[config.mk]
export PLATFORM = sky130hd
export DESIGN_NAME = addsub_pipe
export DESIGN_NICKNAME = d
export VERILOG_FILES = /design/src/rtl/addsub_pipe.sv
export SDC_FILE = /design/constraint.sdc
export NUM_CORES = 1
export LEC_CHECK = 0
export BUFFER_PORTS_ARGS = -buffer_cell sky130_fd_sc_hd__buf_2
export CORE_AREA = 2 2 101 177
export CTS_CLUSTER_DIAMETER = 150
export DETAILED_ROUTE_END_ITERATION = 10
export DIE_AREA = 0 0 103 179
export MAX_ROUTING_LAYER = met4
export PLACE_DENSITY = 0.78
export SLEW_MARGIN = 5
export SYNTH_ARGS = -nofsm -noshare
export SYNTH_HDL_FRONTEND = slang
export SYNTH_SLANG_ARGS = --single-unit
export TNS_END_PERCENT = 50
[constraint.sdc]
create_clock -name clk_i -period 5.2 [get_ports clk_i]
set_clock_uncertainty 0.15 [all_clocks]
set_input_delay 0.26 -clock clk_i [delete_from_list [all_inputs] [get_ports clk_i]]
set_output_delay 0.26 -clock clk_i [all_outputs]
set_load 0.1 [all_outputs]
[src/rtl/addsub_pipe.sv]
// addsub_pipe: pipelined N-bit add/subtract, one carry-chained chunk resolved per stage, valid/ready handshakes and status flags
module addsub_pipe #(
  parameter int N      = 32,
  parameter int STAGES = 4
) (
  input  logic         clk_i,
  input  logic         rst_i,
  input  logic         flush_i,
  input  logic         in_valid_i,
  output logic         in_ready_o,
  input  logic         sub_i,
  input  logic         sign_i,
  input  logic [N-1:0] data0_i,
  input  logic [N-1:0] data1_i,
  output logic         out_valid_o,
  input  logic         out_ready_i,
  output logic [N-1:0] data_o,
  output logic         carry_o,
  output logic         over_o,
  output logic         zero_o,
  output logic         neg_o
);
  localparam int C = N / STAGES;
  logic              en;
  logic [STAGES-1:0] v;
  assign out_valid_o = v[STAGES-1];
  assign en          = ~out_valid_o | out_ready_i;
  assign in_ready_o  = en;
  always_ff @(posedge clk_i or posedge rst_i)
    if (rst_i) v <= '0;
    else if (flush_i) v <= '0;
    else if (en) v <= STAGES'({v, in_valid_i});
  // each stage carries only the operand chunks still to be consumed, shifted down so chunk k sits at [C-1:0]
  for (genvar k = 0; k < STAGES; k++) begin : g_st
    localparam int I = N - k * C;
    logic [I-1:0]         a_i, b_i;
    logic [(k+1)*C-1:0]   s_nx;
    logic                 c_i, sub_x, sg_x;
    logic [C:0]           sum;
    if (k == 0) begin : g_head
      assign a_i   = data0_i;
      assign b_i   = sub_i ? ~data1_i : data1_i;
      assign c_i   = sub_i;
      assign sub_x = sub_i;
      assign sg_x  = sign_i;
      assign s_nx  = sum[C-1:0];
    end else begin : g_body
      assign a_i   = g_st[k-1].g_r.a_q;
      assign b_i   = g_st[k-1].g_r.b_q;
      assign c_i   = g_st[k-1].g_r.c_q;
      assign sub_x = g_st[k-1].g_r.sub_q;
      assign sg_x  = g_st[k-1].g_r.sg_q;
      assign s_nx  = {sum[C-1:0], g_st[k-1].g_r.s_q};
    end
    assign sum = {1'b0, a_i[C-1:0]} + {1'b0, b_i[C-1:0]} + {{C{1'b0}}, c_i};
    if (k < STAGES - 1) begin : g_r
      logic [I-C-1:0]     a_q, b_q;
      logic [(k+1)*C-1:0] s_q;
      logic               c_q, sub_q, sg_q;
      always_ff @(posedge clk_i or posedge rst_i)
        if (rst_i) begin
          a_q   <= '0;
          b_q   <= '0;
          s_q   <= '0;
          c_q   <= 1'b0;
          sub_q <= 1'b0;
          sg_q  <= 1'b0;
        end else if (en) begin
          a_q   <= a_i[I-1:C];
          b_q   <= b_i[I-1:C];
          s_q   <= s_nx;
          c_q   <= sum[C];
          sub_q <= sub_x;
          sg_q  <= sg_x;
        end
    end else begin : g_o
      logic [N-1:0] d_q;
      logic         cy_q, ov_q, z_q, n_q;
      always_ff @(posedge clk_i or posedge rst_i)
        if (rst_i) begin
          d_q  <= '0;
          cy_q <= 1'b0;
          ov_q <= 1'b0;
          z_q  <= 1'b0;
          n_q  <= 1'b0;
        end else if (en) begin
          d_q  <= s_nx;
          cy_q <= sum[C];
          ov_q <= sg_x ? (a_i[C-1] == b_i[C-1]) && (sum[C-1] != a_i[C-1]) : sum[C] ^ sub_x;
          z_q  <= s_nx == '0;
          n_q  <= sg_x & sum[C-1];
        end
    end
  end
  assign data_o  = g_st[STAGES-1].g_o.d_q;
  assign carry_o = g_st[STAGES-1].g_o.cy_q;
  assign over_o  = g_st[STAGES-1].g_o.ov_q;
  assign zero_o  = g_st[STAGES-1].g_o.z_q;
  assign neg_o   = g_st[STAGES-1].g_o.n_q;
endmodule

# Yosys cells after proc, flatten, opt, wreduce, memory -nomap -nowiden
# Cells that the tools add are included.
# totals
ff_bits	193
in_bits	71
elab_cells	46
# classes
add_sub_neg	8
n_eq_ne	2
muxes	4
bitwise	5
reduce_logical	3
# ops
op	n
adder 8 x 8 -> 9 bit	4
adder 9 x 1 -> 9 bit	4
logical NOT 32 bit	1
two-way mux 32 bit	1
NOT 32 bit	1
two-way mux 4 bit	2
nonzero test 2 bit	1
bitwise AND 1 bit	1
== test 1 bit	1
logical AND 1 bit	1
two-way mux 1 bit	1
!= test 1 bit	1
NOT 1 bit	1
OR 1 bit	1
XOR 1 bit	1

# Depth between registers and ports, before layout
# depth
depth_word	5
mapped_depth	10

# Worst setup path after synthesis
# No wires, ideal clock.
# synth_path
path_type	register to register
startpoint	reg v[3]
endpoint	reg g_st[1].g_r.s_q[8]
setup_ns	0.177
arrival_ns	2.658
required_ns	4.873
path_slack_ns	2.215
stages_incl_launch_ff	7
synth_period_minus_slack_ns	2.985
cell_sequence	dfrtp_1 nor2b_1 clkbuf_1 inv_1 clkbuf_1 clkbuf_1 a21oi_1
# synth_between
elab_chain_cells	2
# synth_rtl
item	line_no	source
start: declaration	25	logic [STAGES-1:0] v;
start signal: assignment	32	else if (en) v <= STAGES'({v, in_valid_i});
NOT 1 bit	27	assign en = ~out_valid_o | out_ready_i;
OR 1 bit	27	
net in_ready_o	10	output logic in_ready_o,
end signal: assignment	71	s_q <= s_nx;
end: declaration	58	logic [(k+1)*C-1:0] s_q;
# The timed path passes the listed nets, and every way through them passes these cells.
# A chain may end at the register's enable or synchronous reset.

# Final worst setup path
# layout_path
startpoint	reg g_st[2].g_r.a_q[0]
endpoint	reg g_st[3].g_o.ov_q (netlist: over_o)
# layout_between
elab_chain_cells	5
word_cells_on_any_way	6
# layout_rtl
item	line_no	source
start: declaration	57	logic [I-C-1:0] a_q, b_q;
start signal: assignment	69	a_q <= a_i[I-1:C];
adder 8 x 8 -> 9 bit (*)	55	assign sum = {1'b0, a_i[C-1:0]} + {1'b0, b_i[C-1:0]} + {{C{1'b0}}, c_i};
adder 9 x 1 -> 9 bit (*)	55	
!= test 1 bit	89	ov_q <= sg_x ? (a_i[C-1] == b_i[C-1]) && (sum[C-1] != a_i[C-1]) : sum[C] ^ sub_x;
logical AND 1 bit	89	
two-way mux 1 bit (*)	89	
end signal: assignment	89	
end: declaration	78	logic cy_q, ov_q, z_q, n_q;
# Every way passes the cells marked *; elsewhere a longest branch is shown, timed or not.

==> metrics.txt <==
GR peak layer=met2; ys flop type=dfrtp_1; Filler cells=1546; layout cells sized above 1=0.139; Core Rows=64; Leak=5.20 nW; first-pass GRT wire length=29300 um; syn nets=1067; crit path DAT=2.92 ns; GPL Wtd Cong=0.845; failing checks=negative hold slack; depth of the CTS H-tree=4; Root Driver=clkbuf_16; Ports=109; IO Port Bufs=108; initial antenna violation count=0; final instance area=0.0105 mm2; Syn Inst Count=961; die area=0.0184 mm2; DR pass1 iterations=4; max-cap violation count=0; most common cell after layout, fill and taps aside=nand2_1; max-slew violations=0; met2 usage=0.345; Setup CP Type=flip-flop to flip-flop; syn_area_per_cell=9.04 um2; Clock Sinks=193; met1 GRT Util=0.263; final setup vio count=0; Setup TNS=0 ns; Least-Margin Pin Slew=1.02 ns; Final Critical Period=2.75 ns; Max rail drop VDD=0.326 mV; worst hold path type=input port to async pin; drt total wl=17700 um; Comb pwr share=0.306; met3 capacity usage during global routing=0.0296; drt initial violations=363; Flop pwr share=0.417; number of flops mapped to enable cells by yosys=0; Routed Antenna Nets=0; die height=179 um; FFs w/ async S/R, synth=1.00; Worst Setup End Kind=flip-flop; DR WL/cell=13.2 um; placed inst area=0.00942 mm2; NumNets Final=1202; dpl hpwl=11500 um; flops & latches, synth=193; Syn. warnings=0; Sw Ratio=0.400; Worst-Skew Late Latency=0.43 ns; final global-route overflow total=0; ANT cells=0; Seq/Total Area, Yosys=0.556; Hold WS=-0.0477 ns; vias in the first global route=6177; Core Region=0.0171 mm2; total track usage=0.209; placed insts=1258; CP Data Required Time=5.37 ns; RSZ-0062 raised after global routing=false; fmax=364 MHz; CTS Buf Count=17; via count=6546; status=complete, but fails checks; most frequent cells in the layout=447 x nand2_1, 193 x dfrtp_1, 108 x buf_2, 50 x dlygate4sd3_1, 44 x o21ai_0; Critical Path Source Type=flip-flop; non-filler instance count after layout=1339; # DRC=0; period utilisation layout=0.529; Power Dens Cells=448 mW/mm2; CTS tree=done; mapped cell area=0.00869 mm2; Clk pin slew, worst setup/hold paths=0.07 ns; Distinct cells, synth=38; relative max-transition margin=0.322; Int Power=2.82 mW; critical path fanouts, max=2; Layout Area Growth over Synthesis=20.9%; Die Span X=103 um; via-per-instance ratio=4.89; clock power share=0.277; Final WS setup=2.45 ns; clk buf depth=2; sw power=1.89 mW; pre-CTS setup slack=2.35 ns; # Post-CTS Setup Buffers=0; largest net degree at the start of global routing=223; Fin. Hold Viols=35; Initial Util=0.507
stage by stage:
stage,hold slack [ns],power [mW],utilization
final,-0.0477,4.71,0.613
after global placement,0.297,3.38,0.550
after global routing,0.0345,4.95,0.613
after detailed placement,0.301,3.41,0.550
after CTS,0.00768,4.75,0.613
after floorplan,0.173,3.10,-
Yosys cell counts, types with 2 or more instances:
cell | instances | share of area
nor3_1 | 12 | 0.0069
nand3_1 | 2 | 0.0012
inv_1 | 18 | 0.0078
o21ai_0 | 44 | 0.025
nand2_1 | 447 | 0.19
mux2_2 | 2 | 0.0026
o31ai_1 | 9 | 0.0078
o21a_1 | 7 | 0.0060
a211oi_2 | 2 | 0.0029
nor4_1 | 6 | 0.0043
and3b_1 | 3 | 0.0030
or3_1 | 2 | 0.0014
fa_1 | 7 | 0.016
clkbuf_1 | 40 | 0.017
nor2_1 | 33 | 0.014
nand4_1 | 2 | 0.0014
xor2_1 | 12 | 0.012
o211a_1 | 2 | 0.0023
xnor2_1 | 36 | 0.036
ha_1 | 28 | 0.040
o21bai_1 | 4 | 0.0035
o21ai_1 | 3 | 0.0017
dfrtp_1 | 193 | 0.56
a21oi_1 | 15 | 0.0086
a211oi_1 | 4 | 0.0035
buf_1 | 6 | 0.0026
a21o_1 | 6 | 0.0052
a31oi_1 | 4 | 0.0029
nor2b_1 | 3 | 0.0022
sequential cells by signal, indices dropped and copies added, names as in the netlist:
name / flops
g_st.g_r.a_q: 48
g_st.g_r.b_q: 48
g_st.g_r.s_q: 48
data_o: 32
v: 4
g_st.g_r.c_q: 3
g_st.g_r.sg_q: 3
g_st.g_r.sub_q: 3
carry_o: 1
neg_o: 1
over_o: 1
zero_o: 1
area by class of cell:
cell class | count | area [um2] | share of cell area
Inverter | 18 | 73.8 | 0.00702
Clock buffer | 17 | 425 | 0.0405
Sequential cell | 193 | 4830 | 0.460
Clock inverter | 14 | 165 | 0.0157
Timing Repair Buffer | 163 | 1100 | 0.105
Multi-Input combinational cell | 703 | 3620 | 0.345
Tap cell | 231 | 289 | 0.0275
layer usage:
layer / wire length (um) / vias to the layer above
li1: - / 3343
met1: 7620 / 3072
met2: 9250 / 115
met3: 520 / 16
met4: 271 / 0
met5: 0 / -
final timing paths:
path                                         start                  end  slack, ns  cells after the start
worst max-delay path            g_st[2].g_r.a_q[0]               over_o       2.45                      8
worst min-delay path                         rst_i  g_st[0].g_r.a_q[12]      -0.05                      3
worst max register to register  g_st[2].g_r.a_q[0]               over_o       2.45                      8
worst min register to register           data_o[6]            data_o[6]       0.31                      2
max in group asynchronous                    rst_i  g_st[1].g_r.b_q[12]       4.20                      3
min in group clk_i                      data1_i[8]   g_st[0].g_r.b_q[0]       0.01                      4
kinds of logic after synthesis:
logic type               count (synthesis)  share of synthesized area
AO/OA/AOI/OAI                          106                     0.0792
buffers and inverters                   65                     0.0282
XOR/XNOR                                48                     0.0484
flip-flops                             193                      0.556
adder cells (fa/ha/maj)                 35                     0.0564
AND/OR/NAND/NOR                        512                      0.229
multiplexers                             2                    0.00259
power by group through the flow:
| stage | clock network [mW] | logic (mW) | registers, mW |
|---|---|---|---|
| finish | 1.30 | 1.44 | 1.96 |
| global placement | 0 | 1.39 | 1.98 |
| global route | 1.40 | 1.55 | 2.00 |
| CTS | 1.33 | 1.45 | 1.96 |
| detailed placement | 0 | 1.42 | 1.99 |
| floorplan | 0 | 0.477 | 2.63 |
repair_timing:
item,in CTS,in global routing
gates resized for setup,0,0
hold buffers,50,0
endpoints found under the hold margin,52,0
endpoints found under the setup margin,0,0
worst max-delay path, stage by stage (launching register included):
cell and delay [ns]:
dfrtp_1 0.40, fa_1 0.49, fa_1 0.43, a21o_1 0.20
a221oi_2 0.31, a21oi_1 0.18, xnor2_1 0.17, nor3_1 0.06
a211o_1 0.25
No activity file was read; power rests on OpenSTA's default activity.
